File: src/rtl/ika2151_acc_serializer.sv
// Purpose : sums per-slot carrier outputs into L/R accumulators over a 32-slot frame, saturates
//           each sum to 16 bits, converts it to the 13-bit YM3012 float and shifts it out on SO.
// Latency : a sample summed in frame F is serialised throughout frame F+1; no backpressure (free-running).
// Ports   : i_EMUCLK/i_MRST_n clock and async active-low reset; i_phi1_NCEN_n active-low tick enable;
//           i_CYCLE_31 last-slot marker; i_ACC_SNDADD/i_ACC_RL/i_OP_DATA per-slot carrier contribution;
//           o_SO serial DAC data (slots 0..15 left word, 16..31 right word).
// Option  : define IKA2151_ACC_PARALLEL_OUT_EN to add o_EMU_L/o_EMU_R (saturated samples) and the
//           o_EMU_SAMPLE boundary strobe; the serial path is identical either way.
module ika2151_acc_serializer #(
    parameter int ACC_W = 19
) (
    input  logic        i_EMUCLK,
    input  logic        i_MRST_n,
    input  logic        i_phi1_NCEN_n,
    input  logic        i_CYCLE_31,
    input  logic        i_ACC_SNDADD,
    input  logic [1:0]  i_ACC_RL,
    input  logic [13:0] i_OP_DATA,
    output logic        o_SO
`ifdef IKA2151_ACC_PARALLEL_OUT_EN
    ,
    output logic [15:0] o_EMU_L,
    output logic [15:0] o_EMU_R,
    output logic        o_EMU_SAMPLE
`endif
);

    // Clamp the accumulator to the signed 16-bit range instead of letting it wrap.
    function automatic logic [15:0] f_sat(input logic [ACC_W-1:0] a);
        if (a[ACC_W-1:15] == {(ACC_W-15){a[15]}}) return a[15:0];
        else if (a[ACC_W-1])                      return 16'h8000;
        else                                      return 16'h7FFF;
    endfunction

    // Float conversion: pick the smallest shift that keeps every dropped upper bit equal to
    // the sign, so the 10-bit mantissa is a faithful two's-complement window. Result {e, m}.
    function automatic logic [12:0] f_float(input logic [15:0] v);
        if      (v[15:9]  == {7{v[15]}}) return {3'd1, v[9:0]};
        else if (v[15:10] == {6{v[15]}}) return {3'd2, v[10:1]};
        else if (v[15:11] == {5{v[15]}}) return {3'd3, v[11:2]};
        else if (v[15:12] == {4{v[15]}}) return {3'd4, v[12:3]};
        else if (v[15:13] == {3{v[15]}}) return {3'd5, v[13:4]};
        else if (v[15:14] == {2{v[15]}}) return {3'd6, v[14:5]};
        else                             return {3'd7, v[15:6]};
    endfunction

    logic             w_en;
    logic [ACC_W-1:0] w_op_ext;
    logic [ACC_W-1:0] w_sum_l;
    logic [ACC_W-1:0] w_sum_r;
    logic [15:0]      w_sat_l;
    logic [15:0]      w_sat_r;
    logic [4:0]       w_cnt_nxt;
    logic [12:0]      w_word;
    logic [15:0]      w_ser;
    logic             w_keep;

    logic [ACC_W-1:0] r_acc_l;
    logic [ACC_W-1:0] r_acc_r;
    logic [4:0]       r_cnt;
    logic [12:0]      r_word_l;
    logic [12:0]      r_word_r;
    logic             r_synced;
    logic             r_so;

    assign w_en     = ~i_phi1_NCEN_n;
    assign w_op_ext = {{(ACC_W-14){i_OP_DATA[13]}}, i_OP_DATA};
    assign w_sum_l  = r_acc_l + ((i_ACC_SNDADD & i_ACC_RL[1]) ? w_op_ext : '0);
    assign w_sum_r  = r_acc_r + ((i_ACC_SNDADD & i_ACC_RL[0]) ? w_op_ext : '0);
    assign w_sat_l  = f_sat(w_sum_l);
    assign w_sat_r  = f_sat(w_sum_r);

    // The slot-31 marker realigns the counter even when it arrives out of turn.
    assign w_cnt_nxt = i_CYCLE_31 ? 5'd0 : r_cnt + 5'd1;

    // SO is registered on the tick entering a slot, so look up the bit for the slot being entered.
    // On the boundary tick the next slot is 0, whose bit is always 0, so the word update is harmless.
    assign w_word = w_cnt_nxt[4] ? r_word_r : r_word_l;
    assign w_ser  = {w_word, 3'b000};

    // After reset the first boundary closes a frame of unknown length; it is only trusted if a
    // full 32 ticks were counted since reset release, otherwise zeros are latched instead.
    assign w_keep = r_synced | (r_cnt == 5'd31);

    always_ff @(posedge i_EMUCLK or negedge i_MRST_n) begin
        if (!i_MRST_n) begin
            r_acc_l  <= '0;
            r_acc_r  <= '0;
            r_cnt    <= '0;
            r_word_l <= '0;
            r_word_r <= '0;
            r_synced <= 1'b0;
            r_so     <= 1'b0;
        end else if (w_en) begin
            r_cnt <= w_cnt_nxt;
            r_so  <= w_ser[w_cnt_nxt[3:0]];
            if (i_CYCLE_31) begin
                r_word_l <= w_keep ? f_float(w_sat_l) : '0;
                r_word_r <= w_keep ? f_float(w_sat_r) : '0;
                r_acc_l  <= '0;
                r_acc_r  <= '0;
                r_synced <= 1'b1;
            end else begin
                r_acc_l <= w_sum_l;
                r_acc_r <= w_sum_r;
            end
        end
    end

    assign o_SO = r_so;

`ifdef IKA2151_ACC_PARALLEL_OUT_EN
    logic [15:0] r_emu_l;
    logic [15:0] r_emu_r;
    logic        r_emu_sample;

    always_ff @(posedge i_EMUCLK or negedge i_MRST_n) begin
        if (!i_MRST_n) begin
            r_emu_l      <= '0;
            r_emu_r      <= '0;
            r_emu_sample <= 1'b0;
        end else if (w_en) begin
            r_emu_sample <= i_CYCLE_31;
            if (i_CYCLE_31) begin
                r_emu_l <= w_keep ? w_sat_l : '0;
                r_emu_r <= w_keep ? w_sat_r : '0;
            end
        end
    end

    assign o_EMU_L      = r_emu_l;
    assign o_EMU_R      = r_emu_r;
    assign o_EMU_SAMPLE = r_emu_sample;
`endif

endmodule

File: config.mk
export PLATFORM = sky130hd
export DESIGN_NAME = ika2151_acc_serializer
export DESIGN_NICKNAME = d
export VERILOG_FILES = /design/src/rtl/ika2151_acc_serializer.sv
export SDC_FILE = /design/constraint.sdc
export NUM_CORES = 1
export LEC_CHECK = 0
export ABC_CLOCK_PERIOD_IN_PS = 11500
export CAP_MARGIN = 0
export CORE_ASPECT_RATIO = 0.8
export CORE_MARGIN = 3
export CORE_UTILIZATION = 40
export CTS_CLUSTER_DIAMETER = 120
export DETAILED_ROUTE_END_ITERATION = 7
export MAX_ROUTING_LAYER = met4
export SYNTH_ARGS = -nofsm -noshare
export SYNTH_HDL_FRONTEND = slang
export SYNTH_SLANG_ARGS = --single-unit
File: constraint.sdc
create_clock -name i_EMUCLK -period 11.5 [get_ports i_EMUCLK]
set_clock_uncertainty 0.15 [all_clocks]
set_input_delay 2.3 -clock i_EMUCLK [delete_from_list [all_inputs] [get_ports i_EMUCLK]]
set_output_delay 2.3 -clock i_EMUCLK [all_outputs]
set_load 0.02 [all_outputs]
=== Yosys cells after proc, flatten, opt, wreduce, memory -nomap -nowiden ===
Cells that the tools add are included.

* $add $sub $neg: 3
* $lt $le $gt $ge: 1
* Eq/ne operators: 15
* Multiplexer cells: 26
* Bitwise logic cells: 4
* Reductions and logical operators: 1

{| class="wikitable"
|+ Operators by type and width
! cell !! number
|-
| $mux 13 || 9
|-
| $mux 19 || 4
|-
| $mux 16 || 4
|-
| $mux 12 || 4
|-
| $add 19x19->19 || 2
|-
| $mux 11 || 2
|-
| $eq 3x3->1 || 4
|-
| $eq 6x6->1 || 2
|-
| $eq 5x5->1 || 2
|-
| $eq 4x4->1 || 2
|-
| $add 5x1->5 const B || 1
|-
| $eq 5x5->1 const B || 1
|-
| $lt 4x5->1 const B || 1
|-
| $mux 5 || 1
|-
| $bmux 1 s4 || 1
|-
| $eq 2x2->1 || 2
|-
| $and 1x1->1 || 2
|-
| $eq 1x1->1 || 2
|-
| $reduce_and 2->1 || 1
|-
| $mux 1 || 1
|-
| $not 1->1 || 1
|-
| $or 1x1->1 || 1
|}

* Flip-flop bits (word level): 71
* Bits of input ports: 21
* Output and inout port bits: 1
* Word-level logic and storage cells: 57

=== Logic depth before layout (Yosys ltp) ===
* Word-level depth: 13
* Mapped depth: 19
* Depth with buffers taken out: 15

=== Least setup slack after synthesis ===
No wires, ideal clock.

* Kind: input port to flip-flop
* From: input i_ACC_SNDADD
* To: register r_word_l[1]
* Setup time: 0.122 ns
* Arrival: 5.701 ns
* Data required time: 11.228 ns
* Setup slack: 5.528 ns
* Stages on the path: 17
* Path buffers: 2
* Path through: clkbuf_1 -> and3_1 -> ha_1 -> inv_1 -> fa_1 -> nor2b_1 -> o211a_1 -> o211ai_2 -> a21o_1 -> a211o_1 -> buf_2 -> nor4_4 -> o2bb2a_2 -> nor2_4 -> mux2i_1 -> nand3_1 -> a32o_1

* Longest elaborated chain between the ends: 13

{| class="wikitable"
|+ Ends and longest elaborated chain
! what !! line !! text
|-
| start, declared || 16 || <nowiki>input logic i_ACC_SNDADD,</nowiki>
|-
| $and 1x1->1 (*) || 68 || <nowiki>assign w_sum_l = r_acc_l + ((i_ACC_SNDADD & i_ACC_RL[1]) ? w_op_ext : '0);</nowiki>
|-
| $mux 19 (*) || 68 ||
|-
| $add 19x19->19 (*) || 68 ||
|-
| $eq 3x3->1 / $mux 16 (equally long branches) || 30, 31 ||
|-
| $mux 16 (*) || 30 || <nowiki>if (a[ACC_W-1:15] == {(ACC_W-15){a[15]}}) return a[15:0];</nowiki>
|-
| $eq 1x1->1 || 43 || <nowiki>else if (v[15:14] == {2{v[15]}}) return {3'd6, v[14:5]};</nowiki>
|-
| $mux 11 || 43 ||
|-
| $mux 12 || 42 || <nowiki>else if (v[15:13] == {3{v[15]}}) return {3'd5, v[13:4]};</nowiki>
|-
| $mux 12 || 41 || <nowiki>else if (v[15:12] == {4{v[15]}}) return {3'd4, v[12:3]};</nowiki>
|-
| $mux 13 || 40 || <nowiki>else if (v[15:11] == {5{v[15]}}) return {3'd3, v[11:2]};</nowiki>
|-
| $mux 13 || 39 || <nowiki>else if (v[15:10] == {6{v[15]}}) return {3'd2, v[10:1]};</nowiki>
|-
| $mux 13 (*) || 38 || <nowiki>if (v[15:9] == {7{v[15]}}) return {3'd1, v[9:0]};</nowiki>
|-
| $mux 13 (*) || 98 || <nowiki>r_word_l <= w_keep ? f_float(w_sat_l) : '0;</nowiki>
|-
| end signal, assigned || 98 ||
|-
| end, declared || 61 || <nowiki>logic [12:0] r_word_l;</nowiki>
|}

Mark *: on every way between the ends. The rest lies on a longest branch, timed or not.
A chain may end at the register's enable or synchronous reset.

=== Final worst setup path ===
* From: input i_ACC_SNDADD
* To: register r_word_r[5]

* Longest elaborated chain between the ends: 13

{| class="wikitable"
|+ Ends and longest elaborated chain
! what !! line !! text
|-
| $and 1x1->1 (*) || 69 || <nowiki>assign w_sum_r = r_acc_r + ((i_ACC_SNDADD & i_ACC_RL[0]) ? w_op_ext : '0);</nowiki>
|-
| $mux 19 (*) || 69 ||
|-
| $add 19x19->19 (*) || 69 ||
|-
| $eq 3x3->1 / $mux 16 (equally long branches) || 30, 31 ||
|-
| $mux 16 (*) || 30 ||
|-
| $eq 1x1->1 || 43 ||
|-
| $mux 11 || 43 ||
|-
| $mux 12 || 42 ||
|-
| $mux 12 || 41 ||
|-
| $mux 13 || 40 ||
|-
| $mux 13 || 39 ||
|-
| $mux 13 (*) || 38 ||
|-
| $mux 13 (*) || 99 || <nowiki>r_word_r <= w_keep ? f_float(w_sat_r) : '0;</nowiki>
|-
| end signal, assigned || 99 ||
|-
| end, declared || 62 || <nowiki>logic [12:0] r_word_r;</nowiki>
|}

Marked as above.

==> results.tsv <==
stage	metric	value	unit
clocking	cts_tree	done	
die	die_area	19500	µm²
outcome	status	complete, no violations	
logic_synthesis	syn_area_per_cell	8.36	µm²
route	drt-total-wl	20500	µm
clocking	clock_sinks	71	
route	drc	0	
timing	max_freq	0.138	GHz
critical_path	reg2reg_slack	7010	ps
clocking	cts_root_buffer	clkbuf_16	
clocking	clk_pin_slew	50	ps
critical_path	rr_endpoint	r_word_r[5]	
layout	fillerInstances	1677	
logic_synthesis	ys_ff_latch	71	
clocking	cts-hold-fix-buffers	0	
route	wl_per_cell	19.1	µm
timing	worst_pin_slew	1250	ps
critical_path	startpoint	i_ACC_SNDADD	
worst_hold_path	hp-class	reg -> reg	
layout	finish.utilization	45.4	%
layout	drive_gt1_share	9.53	%
route	detail-route-antenna-nets	0	
logic_synthesis	synthTopCellsByCount	93 x nand2_1, 71 x dfrtp_1, 66 x nor2_1, 62 x a21oi_1, 57 x o21ai_0	
critical_path	required	11570	ps
timing	min_period	7270	ps
critical_path	worstRegToRegCells	13	
global_routing	grt_max_degree	72	
global_routing	grt_pass1_vias	6154	
timing	relSlewSlack	16.6	%
die	fp.dieH	125	µm
placed_design	gp_congestion	0.920	
layout	synthToLayoutAreaGrowth	8.06	%
placed_design	place.port_buffers	21	
critical_path	rr_startpoint	r_acc_r[0]	
power	max-vdd-ir-drop	75.8	µV
placed_design	pre_cts_slack	4010	ps
timing	fin_crit_sh	63.2	%
logic_synthesis	synth-async-reset-ratio	100	%
timing	hold_violations	0	
logic_synthesis	ys_warn_count	0	
die	core	17000	µm²
global_routing	grt_pass1_wl	33700	µm
logic_synthesis	yosysTopAreaCellShare	24.9	%
logic_synthesis	syn_area	7120	µm²
route	drt-initial-drc-count	746	
logic_synthesis	syn-instance-count	852	
route	vias	6688	
layout	antenna-diode-count	0	
critical_path	critPathKind	in -> reg	
clocking	cts_buffers	9	
logic_synthesis	yosysSeqAreaShare	24.9	%
run	cap_viol_max_count	0	
logic_synthesis	synth_cell_type_count	102	
logic_synthesis	synth.largest_area_cell	dfrtp_1	
critical_path	endpoint	r_word_r[5]	
clocking	cts_setup_buffers	0	
die	io_pins	22	
global_routing	grt_usage	21.8	%
critical_path	crit_arrival	7340	ps
timing	slew_violations	0	
die	row_count	42	
power	power.density	141	nW/µm²
power	p_leak	3.29	nW
timing	finalWorstSetupSlack	4230	ps
logic_synthesis	synth_area_leaders	dfrtp_1 25%, ha_1 6.7%, nand2_1 4.9%	
timing	setup_viol	0	
clocking	ctsResizeCount	0	
global_routing	antenna_found_initial	0	
logic_synthesis	syn_nets	913	
die	initial_utilization	42.0	%
critical_path	critPathLaunchType	primary input	
route	viasPerCell	6.25	
die	die_width	155	µm
clocking	clk_latency	340	ps
logic_synthesis	yosysMostFrequentCell	nand2_1	
critical_path	path_max_fanout	28	
logic_synthesis	synth_edf_count	0	
layout	seq_area	1780	µm²
global_routing	grt-ovfl-total	0	
clocking	clock_path_buffers	2	
timing	rsz0062_at_grt	false	
critical_path	end_kind	flop	
timing	setup_tns	0	ps
placed_design	dp_hpwl	15200	µm
clocking	htreeDepth	3	
layout	multi_input_area	5050	µm²
layout	nNetsFinal	907	
route	drtPass1Iterations	7	
logic_synthesis	synth_ff_type	dfrtp_1	
==> power by group <==
part           internal [W]  switching (W)
combinational      0.000193       0.000312
clock              0.000145       0.000109
sequential         0.000296      0.0000330
total              0.000634       0.000454
==> how the worst min path moves through the flow <==
stage | startpoint | endpoint | slack, ps | cells past startpoint
floorplan | r_synced | r_synced | 290 | 1
global placement | r_synced | r_synced | 300 | 1
detailed placement | r_synced | r_synced | 310 | 1
CTS | r_synced | r_synced | 320 | 1
global route | r_synced | r_synced | 330 | 1
finish | r_synced | r_synced | 320 | 1
==> placed cells by master (no fill, tap or decap), types with 17 or more instances in the layout <==
master / instances
nand2_1: 93
and3_1: 30
a22o_1: 18
inv_1: 17
ha_1: 38
dfrtp_1: 71
clkdlybuf4s50_1: 19
o21ai_0: 57
xor2_1: 17
a21oi_1: 62
nand3_1: 20
o211ai_1: 17
nor2_1: 66
xnor2_1: 22
==> registers in the layout (all words and copies together), names as in the netlist <==
| register | cells |
|---|---|
| r_cnt | 5 |
| r_word_r | 13 |
| r_acc_r | 19 |
| r_acc_l | 19 |
| r_synced | 1 |
| r_word_l | 13 |
| o_SO | 1 |
==> critical path: stages <==
cell	delay, ps
clkdlybuf4s50_1	920
and3_1	250
ha_1	160
inv_1	60
fa_1	390
nand2b_1	190
a21oi_1	330
o21bai_4	140
a31o_4	260
xor2_1	890
o21ai_4	250
a22oi_1	510
a221oi_1	190
a21o_1	230
a32o_1	250
==> layer usage <==
layer  up-vias  routed length, µm  GRT usage [%]
met3        12               1230           3.49
met4         0                177           3.91
met1      3190              11000           35.1
met2       248               8020           28.2
met5         -                  0              -
li1       3238                  -              -
==> logic make-up (layout without fill, tap and decap cells) <==
family,count (synthesis),count (layout),synth area share (%)
xor gates and xnor gates,41,41,5.41
DFF,71,71,24.9
AOI/OAI and AO/OA,329,329,33.5
buffers and inverters,64,62,4.11
adders and majority gates,40,40,7.24
and+or+nand+nor,285,285,20.2
muxes,22,22,4.58
==> area by class of cell <==
type                       instances  area share, %
multi-input combinational        717           65.7
sequential                        71           23.1
tap                              220           3.58
timing repair buffer              30           3.51
clock buffer                      12           3.07
inverter                          17          0.829
clock inverter                     3          0.276
==> through the flow <==
stage	hold slack, ps	cell area [µm²]	total power (W)	instances
5_1_grt	330	7700	0.00116	1070
2_1_floorplan	286	7120	0.000697	852
3_3_place_gp	302	7440	0.000829	1055
4_1_cts	323	7700	0.00109	1070
6_report	322	7700	0.00109	1070
3_5_place_dp	307	7440	0.000826	1055
Power figures use the tool's default switching activity.
